==> config.mk <==
export PLATFORM = sky130hd
export DESIGN_NAME = usb_rx_pkt_writer
export DESIGN_NICKNAME = d
export VERILOG_FILES = /design/src/rtl/usb_rx_pkt_writer.sv
export SDC_FILE = /design/constraint.sdc
export NUM_CORES = 1
export LEC_CHECK = 0
export BUFFER_PORTS_ARGS = -buffer_cell sky130_fd_sc_hd__buf_2
export CORE_AREA = 5 5 84 93
export CTS_CLUSTER_SIZE = 14
export DETAILED_ROUTE_END_ITERATION = 6
export DIE_AREA = 0 0 89 98
export GPL_TIMING_DRIVEN = 0
export PLACE_DENSITY = 0.75
export SETUP_SLACK_MARGIN = 0.4
export SYNTH_ARGS = -nofsm -noshare
export SYNTH_HDL_FRONTEND = slang
export SYNTH_SLANG_ARGS = --single-unit
export TNS_END_PERCENT = 50
==> constraint.sdc <==
create_clock -name CLK -period 3.2 [get_ports CLK]
set_input_delay 0.32 -clock CLK [delete_from_list [all_inputs] [get_ports CLK]]
set_output_delay 0.32 -clock CLK [all_outputs]
set_load 0.01 [all_outputs]
==> src/rtl/usb_rx_pkt_writer.sv <==
// usb_rx_pkt_writer: strips PID and CRC16 from the UTMI byte stream, writes payload to the packet FIFO, commits clean packets
module usb_rx_pkt_writer #(
  parameter int MAX_PKT = 1024,
  parameter int LSIZE   = 11
) (
  input  logic             CLK,
  input  logic             RST,
  input  logic [7:0]       rx_data,
  input  logic             rx_valid,
  input  logic             rx_active,
  input  logic             rx_error,
  input  logic             fifo_full,
  output logic             fifo_write,
  output logic [7:0]       fifo_data,
  output logic             fifo_pktval,
  output logic             fifo_rxact,
  output logic [3:0]       pid,
  output logic [LSIZE-1:0] pkt_len,
  output logic             pkt_done,
  output logic             pkt_err,
  output logic [2:0]       err_code
);
  typedef enum logic [2:0] {IDLE, PID, DATA, DROP, CHECK} state_t;
  localparam logic [LSIZE-1:0] MAX_L = LSIZE'(MAX_PKT);
  state_t state, state_d;
  logic [15:0] crc;
  logic [7:0] h0, h1;
  logic [1:0] hn;
  logic [LSIZE-1:0] cnt;
  logic [2:0] err, err_d;
  logic armed, start, take, emit, wr, pid_ok, latch_pid, commit, fail, drop_done;
  function automatic logic [15:0] crc_byte(input logic [15:0] c, input logic [7:0] d);
    logic [15:0] r;
    r = c ^ {8'h00, d};
    for (int i = 0; i < 8; i++) r = r[0] ? (r >> 1) ^ 16'hA001 : r >> 1;
    return r;
  endfunction
  assign emit = hn == 2'd2;
  assign pid_ok = rx_data[3:0] == ~rx_data[7:4] &&
                  (rx_data == 8'hC3 || rx_data == 8'h4B || rx_data == 8'h87 || rx_data == 8'h0F);
  always_comb begin
    state_d = state;
    err_d = err;
    start = 1'b0;
    take = 1'b0;
    wr = 1'b0;
    latch_pid = 1'b0;
    commit = 1'b0;
    fail = 1'b0;
    drop_done = 1'b0;
    case (state)
      IDLE: if (rx_active && armed) begin
        start = 1'b1;
        err_d = 3'b000;
        state_d = PID;
      end
      PID: if (rx_error) begin
        err_d = 3'b100;
        state_d = DROP;
      end else if (!rx_active) state_d = IDLE;
      else if (rx_valid) begin
        latch_pid = pid_ok;
        err_d = pid_ok ? 3'b000 : 3'b001;
        state_d = pid_ok ? DATA : DROP;
      end
      DATA: if (rx_error) begin
        err_d = 3'b100;
        state_d = DROP;
      end else if (!rx_active) state_d = CHECK;
      else if (rx_valid) begin
        // a byte that cannot be written (full FIFO or babble) spoils the packet
        if (emit && (fifo_full || cnt == MAX_L)) begin
          err_d = 3'b010;
          state_d = DROP;
        end else begin
          take = 1'b1;
          wr = emit;
        end
      end
      DROP: begin
        err_d = err | {rx_error, 2'b00};
        if (!rx_active) begin
          drop_done = 1'b1;
          state_d = IDLE;
        end
      end
      CHECK: begin
        commit = emit && crc == 16'hB001;
        fail = !commit;
        state_d = IDLE;
      end
      default: state_d = IDLE;
    endcase
  end
  always_ff @(posedge CLK) begin
    if (RST) begin
      state <= IDLE;
      err <= 3'b000;
      armed <= 1'b0;
      crc <= 16'hFFFF;
      h0 <= 8'h00;
      h1 <= 8'h00;
      hn <= 2'd0;
      cnt <= '0;
      fifo_write <= 1'b0;
      fifo_data <= 8'h00;
      fifo_pktval <= 1'b0;
      fifo_rxact <= 1'b0;
      pid <= 4'h0;
      pkt_len <= '0;
      pkt_done <= 1'b0;
      pkt_err <= 1'b0;
      err_code <= 3'b000;
    end else begin
      state <= state_d;
      err <= err_d;
      armed <= armed | ~rx_active;
      fifo_rxact <= rx_active;
      fifo_write <= wr;
      fifo_pktval <= commit;
      pkt_done <= commit;
      pkt_err <= fail | drop_done;
      if (wr) fifo_data <= h1;
      if (wr) cnt <= cnt + 1'b1;
      if (latch_pid) pid <= rx_data[3:0];
      if (commit) pkt_len <= cnt;
      if (fail) err_code <= 3'b001;
      else if (drop_done) err_code <= err_d;
      if (start) begin
        cnt <= '0;
        crc <= 16'hFFFF;
        hn <= 2'd0;
      end
      if (take) begin
        crc <= crc_byte(crc, rx_data);
        h1 <= h0;
        h0 <= rx_data;
        hn <= emit ? hn : hn + 2'd1;
      end
    end
  end
endmodule

==> summary.md <==
| Metric | Value |
|---|---|
| Status | complete, no violations |
| Post-Synthesis Cells | 410 |
| GR Util met3 | 3.713% |
| Fmax | 398.5 MHz |
| Number of global-route vias before repair | 2,898 |
| Sum Neg Setup Slack | 0 ps |
| Mux share of post-synthesis cell area | 6.382% |
| Area contributors post-synth | dfxtp_1 (46%), mux2i_1 (6.4%), nor2_1 (5.9%) |
| CP endpoint | pkt_len[9] |
| Multi-input logic area | 1813 um2 |
| Tot GR Track Use | 19.82% |
| Avg Synthesized Cell Area | 8.798 um2 |
| Crit path required time | 3420 ps |
| Post-synth top area share | 45.51% |
| Distinct cells, synth | 50 |
| Final WL | 8092 um |
| Relative slew slack | 56.41% |
| Total power | 1940 uW |
| Max_cap viols | 0 |
| Std cell rows | 32 |
| Most Crowded Layer GR | met2 |
| Total CTS buffers | 9 |
| Commonest non-fill, non-tap cell in the layout | dfxtp_1 |
| Xor and xnor area share after synthesis | 9.227% |
| Max Slew Vio Count | 0 |
| NumNets Final | 481 |
| PortBufs | 43 |
| Largest net degree at the start of global routing | 16 |
| Hold Path Class | in -> reg |
| Async SR Flop Fraction | 0% |
| Register-to-register setup slack | 690 ps |
| Post-DRT Antenna Nets | 0 |
| Die area | 8722 um2 |
| Worst Tran Pin Value | 647.8 ps |
| Final setup violation count | 0 |
| Setup repair bufs after CTS | 0 |
| Initial antenna violation count | 0 |
| Buf+Inv Stages, Crit Path | 2 |
| Met2 Track Usage GR | 31.37% |
| Reg2Reg Depth | 8 |
| Placed cell count | 538 |
| Fillcell total | 607 |
| CTS root buf | clkbuf_8 |
| Resized Gates After CTS | 0 |
| Simple-gate share of the synthesized area | 23.27% |
| Crit path DAT | 2730 ps |
| Vias | 3,030 |
| Pwr Density | 472.5 nW/um2 |
| Synth Area in Compound Gates | 10.34% |
| Total grt overflow | 0 |
| Crit path max fanout | 10 |
| CTS tree | done |
| Worst-path clk slew | 80 ps |
| Post-layout min period | 2510 ps |
| Worst Clk Skew | 10.96 ps |
| Crit Path Class | reg -> reg |
| Clock latency on the worst-skew pair | 350 ps |
| Core footprint | 6847 um2 |
| Num ports | 45 |
| Met1 GRT Util | 26.08% |
| Drc violations | 0 |
| Crit end category | flip-flop |
| Period utilization | 78.43% |
| CP Launch Point | hn[0] |
| ANT cells | 0 |
| GPL Wtd Cong | 0.8686 |
| Startpoint class of the critical path | flip-flop |
| Initial DRT Pass Iterations | 4 |
| Synthesized cell area | 3607 um2 |
| Detailed Place HPWL | 6119 um |
| Crit path cell chain | inv_1 > ha_1 > nor4b_1 > nand2_1 > nor4_1 > buf_2 > mux2i_1 > nor2_1 |
| # hold bufs at CTS | 0 |
| Ys Warns | 0 |
| 1st-iter DRT viols | 178 |
| Reg2reg end | pkt_len[9] |
| Most frequent cells in the layout | dfxtp_1 (82), nor2_1 (57), buf_2 (48) |
| Area grow syn2layout | 13.81% |
| Die W | 89 um |
| Syn_nets | 427 |
| Biggest cell delay along the critical path | 600 ps |
| Post-synthesis sequential area ratio | 45.51% |
| H-tree levels | 3 |
| Initial Utilization | 52.69% |
| Main combinational cell family by area after synthesis | simple AND/OR/NAND/NOR gates |
| First-pass GRT wire length | 13,630 um |
| FF+latch area | 1642 um2 |
| # clock sinks | 82 |
| Die height | 98 um |
| Top delay family on crit path | simple AND/OR/NAND/NOR gates |
| CTS max path bufs | 2 |
| Wire per inst | 14.61 um |
| Via density | 5.469 |
| Post-synth top area cell | dfxtp_1 |
| Hold Fails Final Rpt | 0 |
| Layout cells sized above 1 | 15.99% |
| Synthesized-area fraction occupied by adder cells | 1.041% |
| Critical path depth | 8 |
| Post-synth EDFFs | 0 |
| Yosys reg bits | 82 |
| Post-layout util | 59.96% |
| VDD IR max | 0.2707 mV |
| Final Instance Count excl. Fillers | 554 |
| Ys flop type | dfxtp_1 |
| Leak Pwr | 0.001572 uW |
| Worst path slowest cell | nor4_1 |
| RSZ-0062 raised after global routing | no |
| RR Startpoint | hn[0] |
-- worst register-to-register path: cells and delay by family (launching register included) --
family                     cells  cell delay [ps]
adders and majority gates      1              310
muxes                          1              230
buffers and inverters          2              480
DFF                            1              310
and+or+nand+nor                4             1050
-- synthesized netlist by cell type, drive strengths merged (5+ instances only) --
library cell and instances:
mux2i 23, nor4 5, a21oi 38, buf 9, xor2 15, xnor2 16
clkbuf 17, o21bai 10, dfxtp 82, nand3 10, nor2 57, inv 8
nor3 21, or2 8, nand2 43
-- final cells by class --
cell class | count | share of cell area [%]
multi-input cells | 294 | 44.16
inverters | 8 | 0.7315
clock buffers | 9 | 3.017
clock inverters | 7 | 1.280
repair buffers | 43 | 5.242
well taps | 85 | 2.591
plain buffers | 26 | 2.987
flip-flops and latches | 82 | 39.99
-- worst min path at each step --
stage	start	endpoint	slack, ps	cells past startpoint
after global routing	rx_data[4]	h0[4]	240	3
after detailed placement	h0[6]	h0[6]	450	2
after global placement	h0[6]	h1[6]	440	2
after CTS	rx_data[4]	h0[4]	230	3
after floorplan	h0[0]	h1[0]	430	2
final	rx_data[4]	h0[4]	250	3
-- report_power, final --
part	switching (uW)	leakage, uW	total, uW	internal, uW
Clock	389	0.0000957	678	290
Combinational	128	0.000814	216	88.4
Sequential	12.1	0.000662	1040	1030
Total	529	0.00157	1940	1410
-- sequential cells by signal, summed over array words and instances, names as in the netlist --
name,count
fifo_rxact,1
pid,4
fifo_data,8
h0,8
err_code,3
state,3
pkt_err,1
hn,2
h1,8
crc,16
pkt_len,11
cnt,11
fifo_write,1
pkt_done,1
armed,1
err,3
-- per-layer routing --
metal / vias up / wire, um
li1: 1508 / -
met1: 1415 / 3501
met2: 90 / 3828
met3: 17 / 546
met4: 0 / 215
met5: - / 0
-- cell families after synthesis --
group	Yosys count
xor+xnor	33
compound gates	63
buf+inv	34
simple gates	172
mux	23
fa+ha+maj	3
flops	82
-- metrics by stage --
step | hold slack, ps | instance area [um2] | setup slack (ps)
finish | 247.8 | 4105 | 690.3
global route | 241.5 | 4105 | 409.4
CTS | 228.9 | 4105 | 666.6
detailed placement | 448.1 | 3929 | 741.9
global placement | 440.5 | 3929 | 759.6
floorplan | 432.1 | 3607 | 1221
No activity file was read; power rests on OpenSTA's default activity.
